## config.mk

```make
export PLATFORM = sky130hd
export DESIGN_NAME = colision_vidas
export DESIGN_NICKNAME = d
export VERILOG_FILES = /design/src/rtl/juego_pkg.sv /design/src/rtl/contador_gracia.sv /design/src/rtl/colision_vidas.sv
export SDC_FILE = /design/constraint.sdc
export NUM_CORES = 1
export LEC_CHECK = 0
export ABC_AREA = 1
export CAP_MARGIN = 0
export CORE_AREA = 2 2 54 56
export DETAILED_ROUTE_END_ITERATION = 10
export DIE_AREA = 0 0 56 58
export HOLD_SLACK_MARGIN = 0.06
export PLACE_DENSITY = 0.78
export SYNTH_ARGS = -nofsm -noshare
export SYNTH_HDL_FRONTEND = slang
export SYNTH_SLANG_ARGS = --single-unit
```

## constraint.sdc

```tcl
create_clock -name clk -period 2.14 [get_ports clk]
set_clock_uncertainty 0.2 [all_clocks]
set_input_delay 0.321 -clock clk [delete_from_list [all_inputs] [get_ports clk]]
set_output_delay 0.321 -clock clk [all_outputs]
set_load 0.1 [all_outputs]
```

## src/rtl/juego_pkg.sv

```systemverilog
// Shared definitions for the obstacle game.
//   - Main-FSM state encodings seen on the `presente` bus.
//   - Outcome codes driven on `W_or_L`.
//   - State type of the collision/lives tracker (colision_vidas).
package juego_pkg;

    // Main-FSM states as seen on `presente`.
    localparam logic [2:0] P_OFF  = 3'd0;
    localparam logic [2:0] P_WLCM = 3'd1;
    localparam logic [2:0] P_CH   = 3'd2;
    localparam logic [2:0] P_WL   = 3'd3;
    localparam logic [2:0] P_PA   = 3'd5;
    localparam logic [2:0] P_GAME = 3'd6;

    // Outcome codes on `W_or_L`; 2'b11 is never driven.
    localparam logic [1:0] WL_NONE = 2'b00;
    localparam logic [1:0] WL_LOSE = 2'b01;
    localparam logic [1:0] WL_WIN  = 2'b10;

    // colision_vidas FSM states.
    typedef enum logic [2:0] {
        S_IDLE  = 3'd0,
        S_PLAY  = 3'd1,
        S_GRACE = 3'd2,
        S_LOSE  = 3'd3,
        S_WIN   = 3'd4
    } col_estado_t;

endpackage

```

## src/rtl/contador_gracia.sv

```systemverilog
// Loadable down-counter with a zero flag, used as the post-hit grace timer.
// Ports:
//   clk    - clock, rising edge
//   rst    - synchronous active-high reset (count -> 0)
//   clr    - synchronous clear (count -> 0), same effect as rst
//   load   - load `valor` into the count (beats dec)
//   valor  - value to load
//   dec    - decrement by one; holds at 0
//   cuenta - current count
//   cero   - high when the count is 0
module contador_gracia #(
    parameter int W = 3
) (
    input  logic         clk,
    input  logic         rst,
    input  logic         clr,
    input  logic         load,
    input  logic [W-1:0] valor,
    input  logic         dec,
    output logic [W-1:0] cuenta,
    output logic         cero
);

    logic [W-1:0] cuenta_reg;

    always_ff @(posedge clk) begin
        if (rst || clr) begin
            cuenta_reg <= '0;
        end else if (load) begin
            cuenta_reg <= valor;
        end else if (dec && (cuenta_reg != '0)) begin
            cuenta_reg <= cuenta_reg - W'(1);
        end
    end

    assign cuenta = cuenta_reg;
    assign cero   = (cuenta_reg == '0);

endmodule

```

## src/rtl/colision_vidas.sv

```systemverilog
// Collision and outcome tracker for the obstacle game.
// On every obstacle-advance tick the hero pattern is compared against one
// digit of the obstacle display. Hits cost a life and open a grace window;
// clean ticks add progress. Reaching META progress wins, losing the last
// life loses. Leaving the GAME state on `presente` returns to IDLE.
// Ports:
//   clk, rst     - clock and synchronous active-high reset
//   tick         - single-cycle obstacle-advance strobe
//   presente     - current main-FSM state
//   display_obs  - obstacle segments, digit d at [d*SEG_W +: SEG_W]
//   heroe        - hero segments
//   W_or_L       - outcome: 00 playing, 01 lose, 10 win
//   vidas        - lives remaining
//   progreso     - survived ticks (saturates at META)
//   golpe        - one-cycle pulse per counted hit
//   invul        - high while the grace window is active
module colision_vidas
    import juego_pkg::*;
#(
    parameter int         SEG_W    = 7,
    parameter int         N_DIG    = 3,
    parameter int         HERO_DIG = 0,
    parameter int         VIDAS    = 3,
    parameter int         GRACIA   = 4,
    parameter int         META     = 64,
    parameter logic [2:0] GAME     = 3'd6
) (
    input  logic                         clk,
    input  logic                         rst,
    input  logic                         tick,
    input  logic [2:0]                   presente,
    input  logic [SEG_W*N_DIG-1:0]       display_obs,
    input  logic [SEG_W-1:0]             heroe,
    output logic [1:0]                   W_or_L,
    output logic [$clog2(VIDAS+1)-1:0]   vidas,
    output logic [$clog2(META+1)-1:0]    progreso,
    output logic                         golpe,
    output logic                         invul
);

    localparam int V_W = $clog2(VIDAS + 1);
    localparam int P_W = $clog2(META + 1);
    // A zero-length grace window still needs a one-bit counter to exist.
    localparam int G_W = (GRACIA > 0) ? $clog2(GRACIA + 1) : 1;

    col_estado_t  estado_reg, estado_next;
    logic [V_W-1:0] vidas_reg, vidas_next;
    logic [P_W-1:0] progreso_reg, progreso_next;
    logic           golpe_reg, golpe_next;

    logic           hit;
    logic           g_load, g_dec, g_clr;
    logic [G_W-1:0] g_cuenta;
    logic           g_cero;

    assign hit = |(display_obs[HERO_DIG*SEG_W +: SEG_W] & heroe);

    contador_gracia #(
        .W(G_W)
    ) u_gracia (
        .clk    (clk),
        .rst    (rst),
        .clr    (g_clr),
        .load   (g_load),
        .valor  (G_W'(GRACIA)),
        .dec    (g_dec),
        .cuenta (g_cuenta),
        .cero   (g_cero)
    );

    always_ff @(posedge clk) begin
        if (rst) begin
            estado_reg   <= S_IDLE;
            vidas_reg    <= V_W'(VIDAS);
            progreso_reg <= '0;
            golpe_reg    <= 1'b0;
        end else begin
            estado_reg   <= estado_next;
            vidas_reg    <= vidas_next;
            progreso_reg <= progreso_next;
            golpe_reg    <= golpe_next;
        end
    end

    always_comb begin
        estado_next   = estado_reg;
        vidas_next    = vidas_reg;
        progreso_next = progreso_reg;
        golpe_next    = 1'b0;
        g_load        = 1'b0;
        g_dec         = 1'b0;
        g_clr         = 1'b0;

        if (presente != GAME) begin
            // Leaving the game always wins over any tick in flight.
            estado_next   = S_IDLE;
            vidas_next    = V_W'(VIDAS);
            progreso_next = '0;
            g_clr         = 1'b1;
        end else begin
            unique case (estado_reg)
                S_IDLE: begin
                    // A tick arriving together with GAME is deliberately dropped.
                    estado_next   = S_PLAY;
                    vidas_next    = V_W'(VIDAS);
                    progreso_next = '0;
                    g_clr         = 1'b1;
                end
                S_PLAY: begin
                    if (tick) begin
                        if (hit) begin
                            golpe_next = 1'b1;
                            if (vidas_reg != '0) begin
                                vidas_next = vidas_reg - V_W'(1);
                            end
                            if (vidas_reg <= V_W'(1)) begin
                                estado_next = S_LOSE;
                            end else if (GRACIA > 0) begin
                                estado_next = S_GRACE;
                                g_load      = 1'b1;
                            end
                        end else begin
                            if (progreso_reg < P_W'(META)) begin
                                progreso_next = progreso_reg + P_W'(1);
                            end
                            if (progreso_reg >= P_W'(META - 1)) begin
                                estado_next = S_WIN;
                            end
                        end
                    end
                end
                S_GRACE: begin
                    if (tick) begin
                        g_dec = 1'b1;
                        if (progreso_reg < P_W'(META)) begin
                            progreso_next = progreso_reg + P_W'(1);
                        end
                        // Win outranks the window expiring on the same tick.
                        if (progreso_reg >= P_W'(META - 1)) begin
                            estado_next = S_WIN;
                        end else if (g_cero || (g_cuenta == G_W'(1))) begin
                            estado_next = S_PLAY;
                        end
                    end
                end
                S_LOSE: estado_next = S_LOSE;
                S_WIN:  estado_next = S_WIN;
                default: estado_next = S_IDLE;
            endcase
        end
    end

    always_comb begin
        W_or_L = WL_NONE;
        if (estado_reg == S_LOSE) begin
            W_or_L = WL_LOSE;
        end else if (estado_reg == S_WIN) begin
            W_or_L = WL_WIN;
        end
    end

    assign vidas    = vidas_reg;
    assign progreso = progreso_reg;
    assign golpe    = golpe_reg;
    assign invul    = (estado_reg == S_GRACE);

endmodule
```

==> results by group <==
Worst setup path
  • Data required time of the worst path: approximately 1600 ps
  • Slowest-stage cell, CP: dfxtp_1
  • CP Launch Type: register
  • Critical Path Max Stage Delay: between 300 and 400 ps
  • Arrival time at the worst endpoint: 1330 ps
  • Crit path capture type: primary output
  • Reg2reg start: u_gracia.cuenta[0]
  • Worst reg-to-reg setup slack: about 500 ps
  • FF-to-FF path depth: 7
  • R2R Path End: estado_reg[0]
  • Ordered cell list for the critical path: nor2_1, inv_1, nor2_2, buf_12
  • CP Class: reg -> out
  • Crit Path Max Fanout: 5

Finish
  • Area of the multi-input gates: 654.4 um2
  • Nets@finish: about 240
  • Max FFs per register: 7
  • Register area: between 300 and 400 um2
  • Fill cells: 266
  • Area growth from synthesis to layout: 39.60%
  • Post-Layout Cell Count: between 200 and 250
  • Layout cells sized above 1: 22.45%
  • Post-layout util: a little under three fifths
  • Antenna cells: 0

Clock network
  • Num Clock Sinks: 16
  • CTS Hold Bufs: 0
  • Worst skew pair latency: a little under 300 ps
  • Root Buffer: clkbuf_4
  • CTS tree: yes
  • Htree depth: 1
  • Clk slew on worst S/H paths: roughly 100 ps
  • Post_cts resized: 0
  • Post-CTS setup buffer count: 0
  • CTS Buf Count: 3
  • Clock Tree Buf Depth: 2

Place
  • I/O Buffers: 32
  • Pre-CTS WS: 210.4 ps
  • GPL Wtd Cong: approximately 0.85
  • Placed cells: between 200 and 250
  • Final HPWL DP: around 1800 um

Synth
  • Syn Area/Cell: just under 7 um2
  • Gate Count Post-Synth: 159
  • Syn Nets: approximately 200
  • Number of enable flip-flop cells after synthesis: 0
  • Synth Cell Area: 0.001077 mm2
  • Synth top cells by count: 33 x nand2_1, 22 x inv_1, 20 x nor2_1
  • Most frequent cell after synthesis: nand2_1
  • Ranking of synthesized cells by area: dfxtp_1 30%, nand2_1 11%, inv_1 7.7%
  • Yosys top cell by area: dfxtp_1
  • Area share of the largest cell type after synthesis: 29.73%
  • Total number of yosys warnings: 0
  • Seq/Total Area, Yosys: between 20% and 30%
  • Fraction of registers with async set/reset: 0%
  • Netlist cell types: 25
  • FF+latch count, synth: 16
  • Most used DFF post-synth: dfxtp_1

Global routing
  • GR Overflow Total: 0
  • Met1 Use GR: 20.14%
  • Initial antenna violation count: 0
  • GRT Util Overall: approximately 16%
  • M3 GR Usage: around 3.1%
  • Global-route wire length before repair: 4098 um
  • Vias in the first global route: about 980
  • Busiest grt layer: met2
  • Global-route met2 utilization: between 20% and 30%
  • Largest net degree at the start of global routing: 10

Drt
  • Post-route ant nets: 0
  • Total via count in the routed design: around 1,100
  • Post-DR wirelength/cell: roughly 9.7 um
  • Vias per inst: about 4.7
  • First-pass iteration count of the detailed router: 4
  • Total Wirelength: around 2200 um
  • 1st-iter DRT viols: 28
  • DRC errors left: 0

Min path
  • HP Start: u_gracia.cuenta[1]
  • HP Class: reg -> reg
  • Hold Path Depth: 2
  • Hold endpoint: u_gracia.cuenta[1]

Timing
  • Final TNS setup: 0 ps
  • Final Cycle Share: between 80% and 90%
  • Final worst slack: roughly 280 ps
  • RSZ-0062 raised after global routing: false
  • Endpoints failing setup: 0
  • Slew @ Worst Pin: 270.8 ps
  • Final Max Tran Viols: 0
  • F_max: ~540 MHz
  • Min Clock Period, post-route: roughly 1900 ps
  • Fin. Hold Viols: 0
  • Slew headroom: 81.92%

Power
  • Max VDD drop: approximately 0.00029 V
  • Cell area power density: roughly 390 mW/mm2
  • Lkg Pwr: between 0.6 and 0.7 nW

Status
  • Run status: finished, final reports clean

Floorplanning
  • Core box area: ~0.0027 mm2
  • Initial Util: between 40% and 50%
  • Boundary Pins: 47
  • Die area: about 0.0032 mm2
  • Row cnt: 19
  • Die Wd: 56 um
  • Die Y: around 58 um

Run
  • Number of max-cap violations: 0
-- layout make-up --
type | count | share of cell area [%]
timing repair buffer | 33 | 22.96
multi-input combinational | 116 | 43.51
clock buffer | 4 | 2.413
sequential | 16 | 21.55
inverter | 27 | 6.988
tap | 31 | 2.579
-- where the power goes --
group	total, W	internal (W)	leakage [nW]	switching (W)
Sequential	0.000300	0.000299	0.131	0.00000138
Clock	0.000205	0.000104	0.0210	0.000101
Combinational	0.0000770	0.0000429	0.534	0.0000341
Total	0.000582	0.000445	0.685	0.000137
-- placed cells by master, fill, tap and decap left out, drive strengths merged --
master	netlist	layout
a211oi	1	1
a21oi	11	11
buf	0	14
clkbuf	0	4
clkdlybuf4s50	0	19
clkinv	1	1
dfxtp	16	16
ha	6	6
inv	26	26
nand2	40	40
nand3	13	13
nand3b	1	1
nand4	3	3
nor2	27	27
nor3	2	2
o211ai	2	2
o21ai	7	7
or2	1	1
xor2	2	2
-- stage by stage --
| stage | power (W) | hold WS, ps | instance area [um2] |
|---|---|---|---|
| global placement | 0.0003832 | 249.1 | 1468 |
| floorplan | 0.0003420 | 237.3 | 1084 |
| global route | 0.0006092 | 303.6 | 1504 |
| CTS | 0.0005910 | 272.8 | 1504 |
| detailed placement | 0.0003840 | 258.2 | 1468 |
| finish | 0.0005820 | 267.9 | 1504 |
-- worst max-delay path, delay by kind of cell, from the launching register on --
kind                   cells  cell delay (ps)
buffers and inverters      2              320
AND/OR/NAND/NOR            2              340
flip-flops                 1              380
-- cell families (layout without fill, tap and decap cells) --
| logic type | count (synthesis) | in the layout | share of synthesized area, % |
|---|---|---|---|
| and+or+nand+nor | 87 | 87 | 41.46 |
| buffers and inverters | 27 | 64 | 9.756 |
| AOI/OAI and AO/OA | 21 | 21 | 10.45 |
| DFF | 16 | 16 | 29.73 |
| adders and majority gates | 6 | 6 | 6.968 |
| xor gates and xnor gates | 2 | 2 | 1.626 |
-- routing by layer --
metal / up-vias / share of wire [%]
met3: 5 / 4.6
li1: 577 / -
met4: 0 / 1.5
met2: 19 / 47
met1: 473 / 47
met5: - / 0
-- worst max-delay path by stage --
stage	from	to	slack, ps	depth (start not counted)
2_1_floorplan	vidas[1]	vidas[0]	30	9
3_3_place_gp	display_obs[0]	progreso[3]	220	11
3_5_place_dp	display_obs[0]	progreso[1]	210	10
4_1_cts	estado_reg[0]	W_or_L[1]	290	4
5_1_grt	estado_reg[0]	W_or_L[1]	240	4
6_report	estado_reg[0]	W_or_L[1]	280	4
Power figures use the tool's default switching activity.
